`src/rtl/osc_sample_gen_if.sv`:
```
// Sample output channel of osc_sample_gen: one-entry valid/ready handshake.
// master = producer (osc_sample_gen), slave = consumer (AC97 output path).
interface osc_sample_gen_if #(
  parameter int SAMPLE_W = 16
);
  logic [SAMPLE_W-1:0] sample;
  logic                sample_valid;
  logic                sample_ready;

  modport master (output sample, output sample_valid, input sample_ready);
  modport slave  (input sample, input sample_valid, output sample_ready);
endinterface

```
`src/rtl/osc_sample_gen.sv`:
```
// osc_sample_gen: phase accumulator stepped once per osc_clk rising edge,
// waveform shaping (saw/square/triangle/silence) and a one-entry valid/ready
// output buffer. Everything runs on sys_clk; osc_clk is a synchronous level.
// Optional drop counter output enabled by defining OSC_SAMPLE_DROP_CNT_EN.
module osc_sample_gen #(
  parameter int PHASE_W  = 16,
  parameter int SAMPLE_W = 16
) (
  input  logic               sys_clk,
  input  logic               reset,
  input  logic               osc_enable,
  input  logic               osc_clk,
  input  logic [PHASE_W-1:0] phase_inc,
  input  logic [1:0]         wave_sel,
  osc_sample_gen_if.master   smp,
`ifdef OSC_SAMPLE_DROP_CNT_EN
  output logic [7:0]         drop_count,
`endif
  output logic               overrun
);

  localparam logic [1:0] WAVE_SAW = 2'd0;
  localparam logic [1:0] WAVE_SQR = 2'd1;
  localparam logic [1:0] WAVE_TRI = 2'd2;

  logic                osc_q;
  logic                edge_q;
  logic [PHASE_W-1:0]  phase;
  logic [SAMPLE_W-1:0] sample_q;
  logic                valid_q;
  logic                ovr_q;
  logic                osc_edge;
  logic                xfer;
  logic [SAMPLE_W-1:0] p;
  logic [SAMPLE_W-2:0] tri_t;
  logic [SAMPLE_W-1:0] wave;

  assign osc_edge         = osc_clk & ~osc_q & osc_enable;
  assign xfer             = valid_q & smp.sample_ready;
  assign smp.sample       = sample_q;
  assign smp.sample_valid = valid_q;
  assign overrun          = ovr_q;

  // Edge detect and phase step; edge_q marks a fresh phase for the compute stage.
  always_ff @(posedge sys_clk or negedge reset) begin
    if (!reset) begin
      osc_q  <= 1'b0;
      edge_q <= 1'b0;
      phase  <= '0;
    end else begin
      osc_q  <= osc_clk;
      edge_q <= osc_edge;
      if (osc_edge) phase <= phase + phase_inc;
    end
  end

  // Waveform shaping from the top SAMPLE_W bits of the updated phase.
  always_comb begin
    p     = phase[PHASE_W-1 -: SAMPLE_W];
    tri_t = p[SAMPLE_W-1] ? ~p[SAMPLE_W-2:0] : p[SAMPLE_W-2:0];
    wave  = '0;
    case (wave_sel)
      WAVE_SAW: wave = {~p[SAMPLE_W-1], p[SAMPLE_W-2:0]};
      WAVE_SQR: wave = {p[SAMPLE_W-1], {(SAMPLE_W-1){~p[SAMPLE_W-1]}}};
      WAVE_TRI: wave = {~tri_t[SAMPLE_W-2], tri_t[SAMPLE_W-3:0], 1'b0};
      default:  wave = '0;
    endcase
  end

  // One-entry buffer: load when empty or draining this cycle, otherwise drop.
  always_ff @(posedge sys_clk or negedge reset) begin
    if (!reset) begin
      sample_q <= '0;
      valid_q  <= 1'b0;
      ovr_q    <= 1'b0;
    end else if (edge_q) begin
      if (!valid_q || xfer) begin
        sample_q <= wave;
        valid_q  <= 1'b1;
      end else begin
        ovr_q <= 1'b1;
      end
    end else if (xfer) begin
      valid_q <= 1'b0;
    end
  end

`ifdef OSC_SAMPLE_DROP_CNT_EN
  // Saturating count of samples dropped because the buffer was full.
  always_ff @(posedge sys_clk or negedge reset) begin
    if (!reset) begin
      drop_count <= 8'd0;
    end else if (edge_q && valid_q && !xfer && drop_count != 8'hFF) begin
      drop_count <= drop_count + 8'd1;
    end
  end
`endif

endmodule

```
`src/flat_wrapper.sv`:
```
// flat-port wrapper written by rule: the top's interface ports become plain ports
module osc_sample_gen_flat 
#(
  parameter int PHASE_W  = 16,
  parameter int SAMPLE_W = 16
)
  (sys_clk, reset, osc_enable, osc_clk, phase_inc, wave_sel, overrun, smp_sample, smp_sample_valid, smp_sample_ready);
  osc_sample_gen_if #(.SAMPLE_W(SAMPLE_W)) smp_i ();
  input  logic sys_clk;
  input  logic reset;
  input  logic osc_enable;
  input  logic osc_clk;
  input  logic [PHASE_W-1:0] phase_inc;
  input  logic [1:0] wave_sel;
  output logic overrun;
  output wire logic [$bits(smp_i.sample)-1:0] smp_sample;
  output wire logic [$bits(smp_i.sample_valid)-1:0] smp_sample_valid;
  input wire logic [$bits(smp_i.sample_ready)-1:0] smp_sample_ready;
  assign smp_sample = smp_i.sample;
  assign smp_sample_valid = smp_i.sample_valid;
  assign smp_i.sample_ready = smp_sample_ready;
  osc_sample_gen #(.PHASE_W(PHASE_W), .SAMPLE_W(SAMPLE_W)) u_core (.sys_clk(sys_clk), .reset(reset), .osc_enable(osc_enable), .osc_clk(osc_clk), .phase_inc(phase_inc), .wave_sel(wave_sel), .smp(smp_i), .overrun(overrun));
endmodule
```
`config.mk`:
```
export PLATFORM = sky130hd
export DESIGN_NAME = osc_sample_gen_flat
export DESIGN_NICKNAME = d
export VERILOG_FILES = /design/src/rtl/osc_sample_gen_if.sv /design/src/rtl/osc_sample_gen.sv /design/src/flat_wrapper.sv
export SDC_FILE = /design/constraint.sdc
export NUM_CORES = 1
export LEC_CHECK = 0
export CAP_MARGIN = 0
export CORE_MARGIN = 10
export CORE_UTILIZATION = 36
export DETAILED_ROUTE_END_ITERATION = 7
export GPL_TIMING_DRIVEN = 0
export PLACE_DENSITY_LB_ADDON = 0.2
export RECOVER_POWER = 50
export SYNTH_ARGS = -nofsm -noshare
export SYNTH_HDL_FRONTEND = slang
export SYNTH_SLANG_ARGS = --single-unit
```
`constraint.sdc`:
```
create_clock -name sys_clk -period 2.9 [get_ports sys_clk]
set_input_delay 0.58 -clock sys_clk [delete_from_list [all_inputs] [get_ports sys_clk]]
set_output_delay 0.58 -clock sys_clk [all_outputs]
set_load 0.02 [all_outputs]
```
=== Word-level counts from Yosys, hierarchy flattened ===
Cells that the tools add are included.

* Register bits after elaboration: 36
* Logic and storage cells: 30
* Input port bits: 23
* Output and inout port bits: 18

* Add/sub/neg operators: 1
* Muxes and demuxes: 5
* Reductions and logical operators: 7
* Bitwise operators: 8
* Eq/ne operators: 3

{| class="wikitable"
|+ Operators with widths
! cell !! number
|-
| case mux 16 bit (3 select lines) || 1
|-
| adder 16 bit || 1
|-
| two-way mux 15 bit || 1
|-
| NOT 15 bit || 1
|-
| AND reduction 2 bit || 3
|-
| NOT 1 bit || 4
|-
| bitwise AND 1 bit || 3
|-
| two-way mux 1 bit || 3
|-
| equality test 2 x 1 -> 1 bit (second input constant) || 1
|-
| equality test 2 bit (second input constant) || 1
|-
| zero test 2 bit || 1
|-
| != test 2 bit (second input constant) || 1
|-
| nonzero test 2 bit || 1
|-
| zero test 1 bit || 1
|-
| logical OR 1 bit || 1
|}

=== Logic depth before layout (Yosys ltp) ===
Gate-level depths: netlist of run 1.

* Depth after elaboration: 4
* Depth in mapped cells: 7
* Depth with buffers taken out: 7

=== Least setup slack after synthesis of run 1 ===
OpenSTA, ideal clock, no wires.

* Kind: input to register
* Start point: input port phase_inc[0]
* End point: register u_core.phase[14], in the netlist u_core.p[14]
* Library setup time: 132 ps
* Buffers on the path: 0
* Setup slack: 611 ps
* Data required time: 2768 ps
* Data arrival time: 2157 ps
* Stages on the path: 7
* Path through: ha_1 -> fa_1 -> a21oi_1 -> o211a_1 -> nor3_2 -> o2111ai_1 -> or3b_1

* Cells in the longest elaborated chain, start to end: 1

{| class="wikitable"
|+ RTL lines
! what !! RTL line !! text
|-
| start: declaration || flat_wrapper.sv:13 || <nowiki>input logic [PHASE_W-1:0] phase_inc;</nowiki>
|-
| adder 16 bit || osc_sample_gen.sv:53 || <nowiki>if (osc_edge) phase <= phase + phase_inc;</nowiki>
|-
| end signal: assignment || osc_sample_gen.sv:53 ||
|-
| end: declaration || osc_sample_gen.sv:28 || <nowiki>logic [PHASE_W-1:0] phase;</nowiki>
|}

Every way passes these cells.
A chain may end at the register's enable or synchronous reset.

=== Final worst setup path of run 1 ===
Same ends and word-level chain as after synthesis.

==> summary.txt, run 1 <==
Run status
  • Status: complete, but fails checks
  • Failing checks: capacitance limit, slew limit

Placement
  • RePlAce Congestion: 0.8701
  • Dpl ws: -0.01311 ns
  • DP Cell Count: about 430
  • Post-DP HPWL: ~5.0 mm
  • Port-buffer cells: 39

Global routing
  • Vias in the first global route: 2238
  • Initial antenna violation count: 0
  • First-pass GRT wire length: about 11 mm
  • Tot GR Track Use: 0.1171
  • Largest net degree at the start of global routing: 37
  • GRT overflow: 0

Worst setup path
  • WS Path Type: input pin to register
  • Cell family with most CP delay: compound AO/OA/AOI/OAI gates
  • Worst setup path start: phase_inc[0]
  • Slowest CP cell: fa_1
  • Critical Path Start Type: input pin
  • Worst EP required: 3.08 ns
  • Crit path max fanout: 3
  • CP Cell Sequence: clkdlybuf4s50_1 > ha_1 > fa_1 > a21oi_1 > o211a_1 > nor3_2 > o2111ai_1 > or3b_1
  • Worst R2R Start: u_core.p[0]
  • CP max stage delay: 0.42 ns
  • Crit. End Element: register
  • CP Buf/Inv Count: 1
  • Worst path arrival time: 2.83 ns

Power and ir drop
  • Logic gate share of total power: 0.565
  • Switch share: 0.4391
  • Leakage: roughly 1.3 nW
  • Seq pwr share: 0.301
  • P_sw: 1.261 mW
  • Clock share of power: 0.134
  • Maximum vdd ir drop: between 0.0004 and 0.0005 V
  • Power Density: 921.4 mW/mm^2
  • Internal power: 1.612 mW

CTS
  • Post-CTS sizing: 0
  • Clk Latency, worst-skew pair: approximately 0.29 ns
  • CTS tree: yes
  • CTS Buf Count: 5
  • Clock Tree Buf Depth: 2
  • CTS Hold Bufs: 0
  • Clk Tree Root Cell: clkbuf_8
  • CTS HTree Levels: 2
  • CTS sink count: 36
  • Post-CTS Setup Inserts: 0
  • Worst-path clk slew: 0.08 ns

Detailed routing
  • Wire length per cell: 14.62 um
  • Vias post-DR: 2236
  • DRC violations left: 0
  • DR pass1 iterations: 4
  • Final ANT Viol Nets: 0
  • Routed WL: 6.387 mm
  • Vias/cell: approximately 5.1
  • DR iter-0 viols: 61

Timing
  • Final Slew Violations: 37
  • Hold Violations, Final: 0
  • Setup violators final: 0
  • Fin crit period: 2.652 ns
  • Rel. slew slack: -0.3283
  • Fin crit share: 0.9145
  • Worst-Margin Slew: approximately 2 ns
  • Worst setup margin: around 0.25 ns
  • RSZ-0062 raised after global routing: false
  • F_max: 0.3770 GHz
  • Clock Skews: 0.003115 ns

Floorplanning
  • Core area: 0.006832 sq mm
  • Num rows: 30
  • Die Y: just over 100 um
  • Die area: 0.01078 sq mm
  • Starting Density: 0.3705
  • Io pins: 41
  • Die width: 103.9 um

Run
  • Number of max-cap violations: 1

Finish
  • Ant diodes: 0
  • Final layout net count: 379
  • Area grow syn2layout: 23.18%
  • FILL cells: 703
  • Share of cells above drive strength 1: 0.06745
  • Post-route insts no fill: 437

Logic synthesis
  • Top_reg_cell synth: dfrtp_1
  • Yosys reg bits: 36
  • Post-Syn Nets: 333
  • Post-synth top cells: 48 x nor2_1, 36 x dfrtp_1, 28 x nand2_1, 22 x a21oi_1, 16 x xnor2_1
  • Post-synth top area share: 0.3559
  • Distinct cells, synth: 61
  • Most frequent cell after synthesis: nor2_1
  • Async SR Flop Fraction: 1.000
  • Post-synth EDFFs: 0
  • Avg Inst Size Synth: 8.609 sq um
  • Mapped cell area: ~0.0025 sq mm
  • Sequential area share after synthesis: 0.3559
  • Yosys top cell by area: dfrtp_1
  • Synth Instances: between 200 and 300
  • Top post-synthesis cells by area: dfrtp_1 36%, ha_1 7.4%, nor2_1 7.1%, xnor2_1 5.5%, a21oi_1 4.3%
  • Synth Warn #: 0

Hold path
  • Hold_sp: u_core.edge_q
  • Worst hold path class: register to register
final timing paths:
check	slack (ns)	cells after the start	endpoint
min in group asynchronous	0.84	1	u_core.p[12]
setup / recovery	0.25	8	u_core.p[14]
hold reg to reg	0.48	2	u_core.smp.sample_valid
hold / removal	0.48	2	u_core.smp.sample_valid
max in group asynchronous	0.92	1	u_core.smp.sample[11]
setup reg to reg	0.55	7	u_core.p[14]
registers in the layout, indices dropped and copies added (netlist names):
signal / flops
u_core.p: 16
u_core.smp.sample: 16
u_core.edge_q: 1
u_core.osc_q: 1
u_core.overrun: 1
u_core.smp.sample_valid: 1
layer usage:
layer  track usage  share of wire  routed length [um]
met3       0.03160          0.051                 325
met1        0.1432           0.48                3049
met4       0.03380          0.012                  75
met2        0.1959           0.46                2936
met5             0              0                   0
power groups by stage:
stage          Combinational, mW  Sequential (mW)  Clock, mW
3_3_place_gp                1.60            0.872          0
5_1_grt                     1.82            0.894      0.418
3_5_place_dp                1.62            0.877          0
2_1_floorplan               1.12            0.917          0
4_1_cts                     1.63            0.867      0.398
6_report                    1.62            0.864      0.386
cell usage in the layout (no fill, tap or decap), types with 2 or more instances in the layout:
| cell type | count |
|---|---|
| o21bai_1 | 2 |
| a211oi_1 | 14 |
| a21o_1 | 5 |
| dfrtp_1 | 36 |
| o311ai_0 | 2 |
| ha_1 | 15 |
| clkbuf_8 | 6 |
| nor3_1 | 3 |
| o21a_1 | 2 |
| nand2_1 | 28 |
| a21oi_2 | 2 |
| inv_1 | 6 |
| a21oi_1 | 22 |
| a221o_1 | 3 |
| and3_1 | 2 |
| o21ai_0 | 11 |
| clkbuf_1 | 13 |
| nor2_1 | 48 |
| nand3_1 | 5 |
| and2_1 | 4 |
| o31ai_1 | 2 |
| buf_2 | 5 |
| o211ai_1 | 4 |
| o21ai_1 | 2 |
| mux2i_1 | 3 |
| xor2_1 | 6 |
| xnor2_1 | 16 |
| clkdlybuf4s50_1 | 34 |
| nor4_1 | 2 |
| dlygate4sd3_1 | 4 |
per-stage QoR:
step	TNS (ns)	area, sq um	util	total power [mW]	hold slack, ns
after CTS	0	3131	0.4582	2.895	0.4170
after detailed placement	-0.01311	3037	0.4445	2.498	0.4603
final	0	3118	0.4564	2.873	0.4800
after floorplan	0	2531	-	2.039	0.2844
after global routing	0	3118	0.4564	3.127	0.4912
after global placement	0	3042	0.4452	2.468	0.4438
logic make-up (layout without fill, tap and decap cells):
group           after synthesis  count (layout)  share of synthesized area
xor+xnor                     22              22                    0.07612
compound gates               84              84                     0.2284
buf+inv                      24              71                    0.04152
flops                        36              36                     0.3559
mux                           3               3                    0.01186
fa+ha+maj                    16              16                    0.08206
simple gates                109             109                     0.2042
final cells by class:
type,count,area [sq um],share of cell area
flip-flops and latches,36,900.9,0.2889
multi-input cells,234,1521,0.4880
clock buffers,7,86.33,0.02769
inverters,7,26.28,0.008427
plain buffers,17,71.32,0.02287
clock inverters,1,7.507,0.002408
repair buffers,39,384.1,0.1232
well taps,96,120.1,0.03852
worst register-to-register path, cell delays in order, from the launching register on:
cell       delay [ns]
dfrtp_1          0.41
ha_1             0.25
fa_1             0.43
a21oi_1          0.30
o211a_1          0.25
nor3_2           0.08
o2111ai_1        0.19
or3b_1           0.35
(Power assumes the default switching activity.)
==> run 2, diff against run 1 <==
--- a/config.mk
+++ b/config.mk
@@ -8,10 +8,12 @@
 export CAP_MARGIN = 0
 export CORE_MARGIN = 10
 export CORE_UTILIZATION = 36
+export CTS_BUF_LIST = sky130_fd_sc_hd__clkbuf_16
 export DETAILED_ROUTE_END_ITERATION = 7
 export GPL_TIMING_DRIVEN = 0
 export PLACE_DENSITY_LB_ADDON = 0.2
 export RECOVER_POWER = 50
+export SETUP_SLACK_MARGIN = 0.2
 export SYNTH_ARGS = -nofsm -noshare
 export SYNTH_HDL_FRONTEND = slang
 export SYNTH_SLANG_ARGS = --single-unit
==> run 2 against run 1 <==
The flow still finishes with violations (capacitance limit, slew limit); critical path type unchanged; cell area increased by 1.8%; die area unchanged; highest routed layer unchanged; global-route usage increased by 0.051 points; combinational power about the same; setup slack improved by 0.083 ns; first-iteration DRC count increased by 21%; largest cell class unchanged.
==> summary.txt, run 2 (same netlist as run 1, synthesis figures left out) <==
Run status
  • Status: complete, but fails checks (unchanged)
  • Failing checks: capacitance limit, slew limit (unchanged)

Hold path
  • Worst hold path class: register to register (unchanged)
  • Hold_sp: u_core.overrun (was u_core.edge_q)

Placement
  • RePlAce Congestion: 0.8701 (unchanged)
  • DP Cell Count: 429 (unchanged)
  • Dpl ws: -0.01311 ns (unchanged)
  • Post-DP HPWL: 4.993 mm (unchanged)
  • Port-buffer cells: 39 (unchanged)

Worst setup path
  • WS Path Type: input pin to register (unchanged)
  • Critical Path Start Type: input pin (unchanged)
  • Worst EP required: 3.06 ns (was 3.08 ns)
  • Worst R2R Start: u_core.p[0] (unchanged)
  • Worst setup path start: phase_inc[0] (unchanged)
  • Crit. End Element: register (unchanged)
  • Worst path arrival time: 2.73 ns (was 2.83 ns)
  • Crit path max fanout: 3 (unchanged)

Floorplanning
  • Die Y: 103.9 um (unchanged)
  • Starting Density: 0.3705 (unchanged)
  • Num rows: 30 (unchanged)
  • Die width: 103.9 um (unchanged)
  • Core area: 0.006832 sq mm (unchanged)
  • Die area: 0.01078 sq mm (unchanged)
  • Io pins: 41 (unchanged)

Timing
  • Clock Skews: 0.002226 ns (was 0.003115 ns)
  • Hold Violations, Final: 0 (unchanged)
  • Setup violators final: 0 (unchanged)
  • Rel. slew slack: -0.3344 (was -0.3283)
  • Worst setup margin: 0.3310 ns (was 0.2478 ns)
  • F_max: 0.3893 GHz (was 0.3770 GHz)
  • Fin crit share: 0.8859 (was 0.9145)
  • Fin crit period: 2.569 ns (was 2.652 ns)
  • Hold_ws: 0.4762 ns (was 0.4800 ns)
  • RSZ-0062 raised after global routing: false (unchanged)
  • Worst-Margin Slew: 2.002 ns (was 1.992 ns)
  • Final Slew Violations: 37 (unchanged)

CTS
  • Clock Tree Buf Depth: 2 (unchanged)
  • CTS Buf Count: 5 (unchanged)
  • Clk Tree Root Cell: clkbuf_16 (was clkbuf_8)
  • CTS sink count: 36 (unchanged)
  • Worst-path clk slew: 0.06 ns (was 0.08 ns)
  • CTS tree: yes (unchanged)
  • Clk Latency, worst-skew pair: 0.28 ns (was 0.29 ns)
  • CTS HTree Levels: 2 (unchanged)
  • Post-CTS Setup Inserts: 0 (unchanged)

Finish
  • Commonest non-fill, non-tap cells in the layout: 48 x nor2_1, 36 x dfrtp_1, 32 x clkdlybuf4s50_1, 28 x nand2_1, 21 x a21oi_1 (was 48 x nor2_1, 36 x dfrtp_1, 34 x clkdlybuf4s50_1, 28 x nand2_1, 22 x a21oi_1)
  • Share of cells above drive strength 1: 0.07038 (was 0.06745)
  • Commonest non-fill, non-tap cell in the layout: nor2_1 (unchanged)
  • FILL cells: 698 (was 703)
  • Ant diodes: 0 (unchanged)
  • Area of the multi-input gates: 0.001525 sq mm (was 0.001521 sq mm)
  • Final layout net count: 379 (unchanged)
  • Reg area: 900.9 sq um (unchanged)
  • Post-route insts no fill: 437 (unchanged)
  • Area grow syn2layout: 25.46% (was 23.18%)

Global routing
  • Tot GR Track Use: 0.1176 (was 0.1171)
  • First-pass GRT wire length: 10.65 mm (was 10.64 mm)
  • GRT overflow: 0 (unchanged)
  • Vias in the first global route: 2220 (was 2238)
  • Largest net degree at the start of global routing: 37 (unchanged)
  • Initial antenna violation count: 0 (unchanged)

Power and ir drop
  • Leakage: 1.323 nW (was 1.291 nW)
  • Maximum vdd ir drop: 0.0004159 V (was 0.0004460 V)
  • Total power: 3.022 mW (was 2.873 mW)
  • Power Density: 951.8 mW/mm^2 (was 921.4 mW/mm^2)

Detailed routing
  • Wire length per cell: 14.76 um (was 14.62 um)
  • Vias post-DR: 2214 (was 2236)
  • Vias/cell: 5.066 (was 5.117)
  • Routed WL: 6.449 mm (was 6.387 mm)
  • DRC violations left: 0 (unchanged)
  • DR pass1 iterations: 4 (unchanged)
  • DR iter-0 viols: 74 (was 61)
  • Final ANT Viol Nets: 0 (unchanged)

Run
  • Number of max-cap violations: 1 (unchanged)
-- run 2: worst max-delay path: stages --
cell and delay (ns):
clkdlybuf4s50_1 0.41, ha_1 0.26, fa_1 0.44, a21oi_2 0.21, o211a_1 0.22, nor3_2 0.08, o2111ai_1 0.18, or3b_1 0.35
-- run 2: power by group --
part	leakage, nW	internal, mW	total, mW	switching, mW
logic	0.826	0.741	1.63	0.888
registers	0.428	0.681	0.867	0.186
clock network	0.0687	0.312	0.527	0.215
total	1.32	1.73	3.02	1.29
-- run 2: repair_timing --
action,CTS,global route
setup endpoints to repair,0,3
resized for setup,0,1
hold buffers,0,0
-- run 2: stage by stage --
stage	area, sq um	utilization	setup TNS (ns)
final	3176	0.4648	0
after global routing	3176	0.4648	0
after CTS	3177	0.4650	0
after detailed placement	3037	0.4445	-0.01311
after global placement	3042	0.4452	0
after floorplan	2531	-	0
-- run 2: area by class of cell --
class,instances,area share
well taps,96,0.03782
flip-flops and latches,36,0.2837
clock buffers,5,0.03940
repair buffers,39,0.1210
inverters,7,0.008274
multi-input cells,234,0.4803
clock inverters,3,0.004728
plain buffers,17,0.02482
-- run 2: path summary, 6_finish.rpt --
path	cells after the start	endpoint	slack (ns)
max	8	u_core.p[14]	0.33
min	1	u_core.overrun	0.48
max reg2reg	7	u_core.p[14]	0.65
min reg2reg	1	u_core.overrun	0.48
max in group asynchronous	1	u_core.smp.sample[7]	0.89
min in group asynchronous	1	u_core.p[2]	0.86
-- run 2: metal layers --
| layer | vias to the layer above | wire, um | GRT usage |
|---|---|---|---|
| li1 | 1146 | - | - |
| met1 | 1017 | 3104 | 0.1440 |
| met2 | 45 | 2950 | 0.1955 |
| met3 | 6 | 316 | 0.02974 |
| met4 | 0 | 78 | 0.03976 |
| met5 | - | 0 | 0 |
==> run 3, diff against run 2 <==
--- a/config.mk
+++ b/config.mk
@@ -8,9 +8,9 @@
 export CAP_MARGIN = 0
 export CORE_MARGIN = 10
 export CORE_UTILIZATION = 36
-export CTS_BUF_LIST = sky130_fd_sc_hd__clkbuf_16
 export DETAILED_ROUTE_END_ITERATION = 7
 export GPL_TIMING_DRIVEN = 0
+export MAX_ROUTING_LAYER = met4
 export PLACE_DENSITY_LB_ADDON = 0.2
 export RECOVER_POWER = 50
 export SETUP_SLACK_MARGIN = 0.2
==> run 3 against run 2 <==
Setup slack improved by 0.0027 ns; non-clock buffer count did not move; worst hold slack better by 0.0052 ns; clock skew barely moved; die area unchanged; sequential share of layout area increased by 0.49 points; register-to-register slack worse by 0.02 ns; count of clock-buffer cells in the layout grew 2; via count rose by 1.0%; the flow still finishes with violations (capacitance limit, slew limit); cell area down 1.7%.
==> summary.txt, run 3 (same netlist as run 1, synthesis figures left out) <==
Run status
  • Status: complete, but fails checks (unchanged)
  • Failing checks: capacitance limit, slew limit (unchanged)

Global routing
  • Vias in the first global route: 2234 (was 2220)
  • Initial antenna violation count: 0 (unchanged)
  • Largest net degree at the start of global routing: 37 (unchanged)
  • First-pass GRT wire length: 10.63 mm (was 10.65 mm)
  • GRT overflow: 0 (unchanged)
  • Tot GR Track Use: 0.1203 (was 0.1176)

Power and ir drop
  • Switch share: 0.4399 (was 0.4264)
  • Leakage: 1.292 nW (was 1.323 nW)
  • P_sw: 1.268 mW (was 1.289 mW)
  • Power Density: 923.2 mW/mm^2 (was 951.8 mW/mm^2)
  • Maximum vdd ir drop: 0.0004443 V (was 0.0004159 V)
  • Seq pwr share: 0.300 (was 0.287)
  • Clock share of power: 0.134 (was 0.174)
  • Internal power: 1.614 mW (was 1.734 mW)
  • Logic gate share of total power: 0.566 (was 0.539)

Floorplanning
  • Die area: 0.01078 sq mm (unchanged)
  • Starting Density: 0.3705 (unchanged)
  • Die width: 103.9 um (unchanged)
  • Core area: 0.006832 sq mm (unchanged)
  • Die Y: 103.9 um (unchanged)
  • Num rows: 30 (unchanged)
  • Io pins: 41 (unchanged)

Timing
  • F_max: 0.3897 GHz (was 0.3893 GHz)
  • Rel. slew slack: -0.3274 (was -0.3344)
  • Worst setup margin: 0.3336 ns (was 0.3310 ns)
  • Fin crit share: 0.8850 (was 0.8859)
  • Clock Skews: 0.002620 ns (was 0.002226 ns)
  • RSZ-0062 raised after global routing: false (unchanged)
  • Worst-Margin Slew: 1.991 ns (was 2.002 ns)
  • Setup violators final: 0 (unchanged)
  • Hold Violations, Final: 0 (unchanged)
  • Final Slew Violations: 37 (unchanged)
  • Fin crit period: 2.566 ns (was 2.569 ns)
  • Setup TNS: 0 ns (unchanged)

Detailed routing
  • DRC violations left: 0 (unchanged)
  • Vias/cell: 5.119 (was 5.066)
  • Wire length per cell: 14.64 um (was 14.76 um)
  • Vias post-DR: 2237 (was 2214)
  • Final ANT Viol Nets: 0 (unchanged)
  • Routed WL: 6.397 mm (was 6.449 mm)
  • DR pass1 iterations: 4 (unchanged)
  • DR iter-0 viols: 66 (was 74)

Placement
  • Dpl ws: -0.01311 ns (unchanged)
  • RePlAce Congestion: 0.8842 (was 0.8701)
  • Port-buffer cells: 39 (unchanged)
  • Post-DP HPWL: 4.993 mm (unchanged)

Finish
  • Share of cells above drive strength 1: 0.07038 (unchanged)
  • Commonest non-fill, non-tap cell in the layout: nor2_1 (unchanged)
  • Final layout net count: 379 (unchanged)
  • Commonest non-fill, non-tap cells in the layout: 48 x nor2_1, 36 x dfrtp_1, 34 x clkdlybuf4s50_1, 28 x nand2_1, 21 x a21oi_1 (was 48 x nor2_1, 36 x dfrtp_1, 32 x clkdlybuf4s50_1, 28 x nand2_1, 21 x a21oi_1)
  • Ant diodes: 0 (unchanged)
  • Area grow syn2layout: 23.33% (was 25.46%)
  • FILL cells: 701 (was 698)

CTS
  • CTS HTree Levels: 2 (unchanged)
  • Clock Tree Buf Depth: 2 (unchanged)
  • CTS sink count: 36 (unchanged)
  • Clk Latency, worst-skew pair: 0.29 ns (was 0.28 ns)
  • CTS tree: yes (unchanged)
  • CTS Hold Bufs: 0 (unchanged)
  • CTS Buf Count: 5 (unchanged)
  • Clk Tree Root Cell: clkbuf_8 (was clkbuf_16)
  • Worst-path clk slew: 0.08 ns (was 0.06 ns)

Worst setup path
  • Crit. End Element: register (unchanged)
  • Worst setup path start: phase_inc[0] (unchanged)
  • WS Path Type: input pin to register (unchanged)
  • Crit path max fanout: 3 (unchanged)
  • Worst R2R Start: u_core.p[0] (unchanged)
  • Critical Path Start Type: input pin (unchanged)
  • Worst path arrival time: 2.74 ns (was 2.73 ns)
  • Worst EP required: 3.08 ns (was 3.06 ns)

Run
  • Number of max-cap violations: 1 (unchanged)

Hold path
  • Worst hold path class: register to register (unchanged)
  • Hold_sp: u_core.edge_q (was u_core.overrun)
run 3: cell types whose count changed in the layout (fill, tap and decap cells not counted), sizes merged:
cell / before / now
clkinv: 2 / 1
clkdlybuf4s50: 32 / 34
dlygate4sd3: 6 / 4
buf: 6 / 5
inv: 7 / 6
clkbuf: 17 / 20
run 3: path summary, 6_finish.rpt:
kind                                                 to  slack, ns  cells after the start
worst min-delay path            u_core.smp.sample_valid       0.48                      2
worst max-delay path                       u_core.p[14]       0.33                      8
max in group asynchronous         u_core.smp.sample[11]       0.92                      1
worst min register to register  u_core.smp.sample_valid       0.48                      2
min in group asynchronous                  u_core.p[12]       0.84                      1
worst max register to register             u_core.p[14]       0.63                      7
run 3: critical path, cell delays in order:
cell             delay [ns]
clkdlybuf4s50_1        0.41
ha_1                   0.26
fa_1                   0.44
a21oi_2                0.22
o211a_1                0.23
nor3_2                 0.08
o2111ai_1              0.19
or3b_1                 0.35
run 3: repair_timing:
action / in CTS / in global routing
buffers inserted: 0 / 0
resized for setup: 0 / 1
setup endpoints to repair: 0 / 3
run 3: area by class of cell:
type                            count  area [sq um]  share of cell area
Clock inverter                      1         7.507            0.002405
Multi-Input combinational cell    234          1525              0.4886
Tap cell                           96         120.1             0.03848
Buffer                             17         71.32             0.02285
Inverter                            7         26.28            0.008417
Sequential cell                    36         900.9              0.2886
Timing Repair Buffer               39         384.1              0.1230
Clock buffer                        7         86.33             0.02766
run 3: routing by layer:
| metal | global-route usage | part of all wire | vias up |
|---|---|---|---|
| met5 | - | 0 | - |
| met4 | 0.03380 | 0.011 | 0 |
| met3 | 0.02788 | 0.044 | 8 |
| met2 | 0.1959 | 0.46 | 50 |
| met1 | 0.1454 | 0.48 | 1037 |
| li1 | - | - | 1142 |
run 3: power groups by stage:
stage          logic, mW  registers [mW]  clock network (mW)
2_1_floorplan       1.12           0.917                   0
5_1_grt             1.82           0.894               0.418
4_1_cts             1.63           0.867               0.398
6_report            1.63           0.865               0.387
3_5_place_dp        1.62           0.877                   0
3_3_place_gp        1.60           0.872                   0
run 3: per-stage QoR:
| stage | util | area [sq um] | power [mW] | cells | hold WS [ns] |
|---|---|---|---|---|---|
| after floorplan | - | 2531 | 2.039 | 294 | 0.2844 |
| after global placement | 0.4452 | 3042 | 2.468 | 429 | 0.4438 |
| after detailed placement | 0.4445 | 3037 | 2.498 | 429 | 0.4603 |
| after CTS | 0.4582 | 3131 | 2.895 | 437 | 0.4170 |
| after global routing | 0.4570 | 3122 | 3.131 | 437 | 0.4912 |
| final | 0.4570 | 3122 | 2.882 | 437 | 0.4814 |
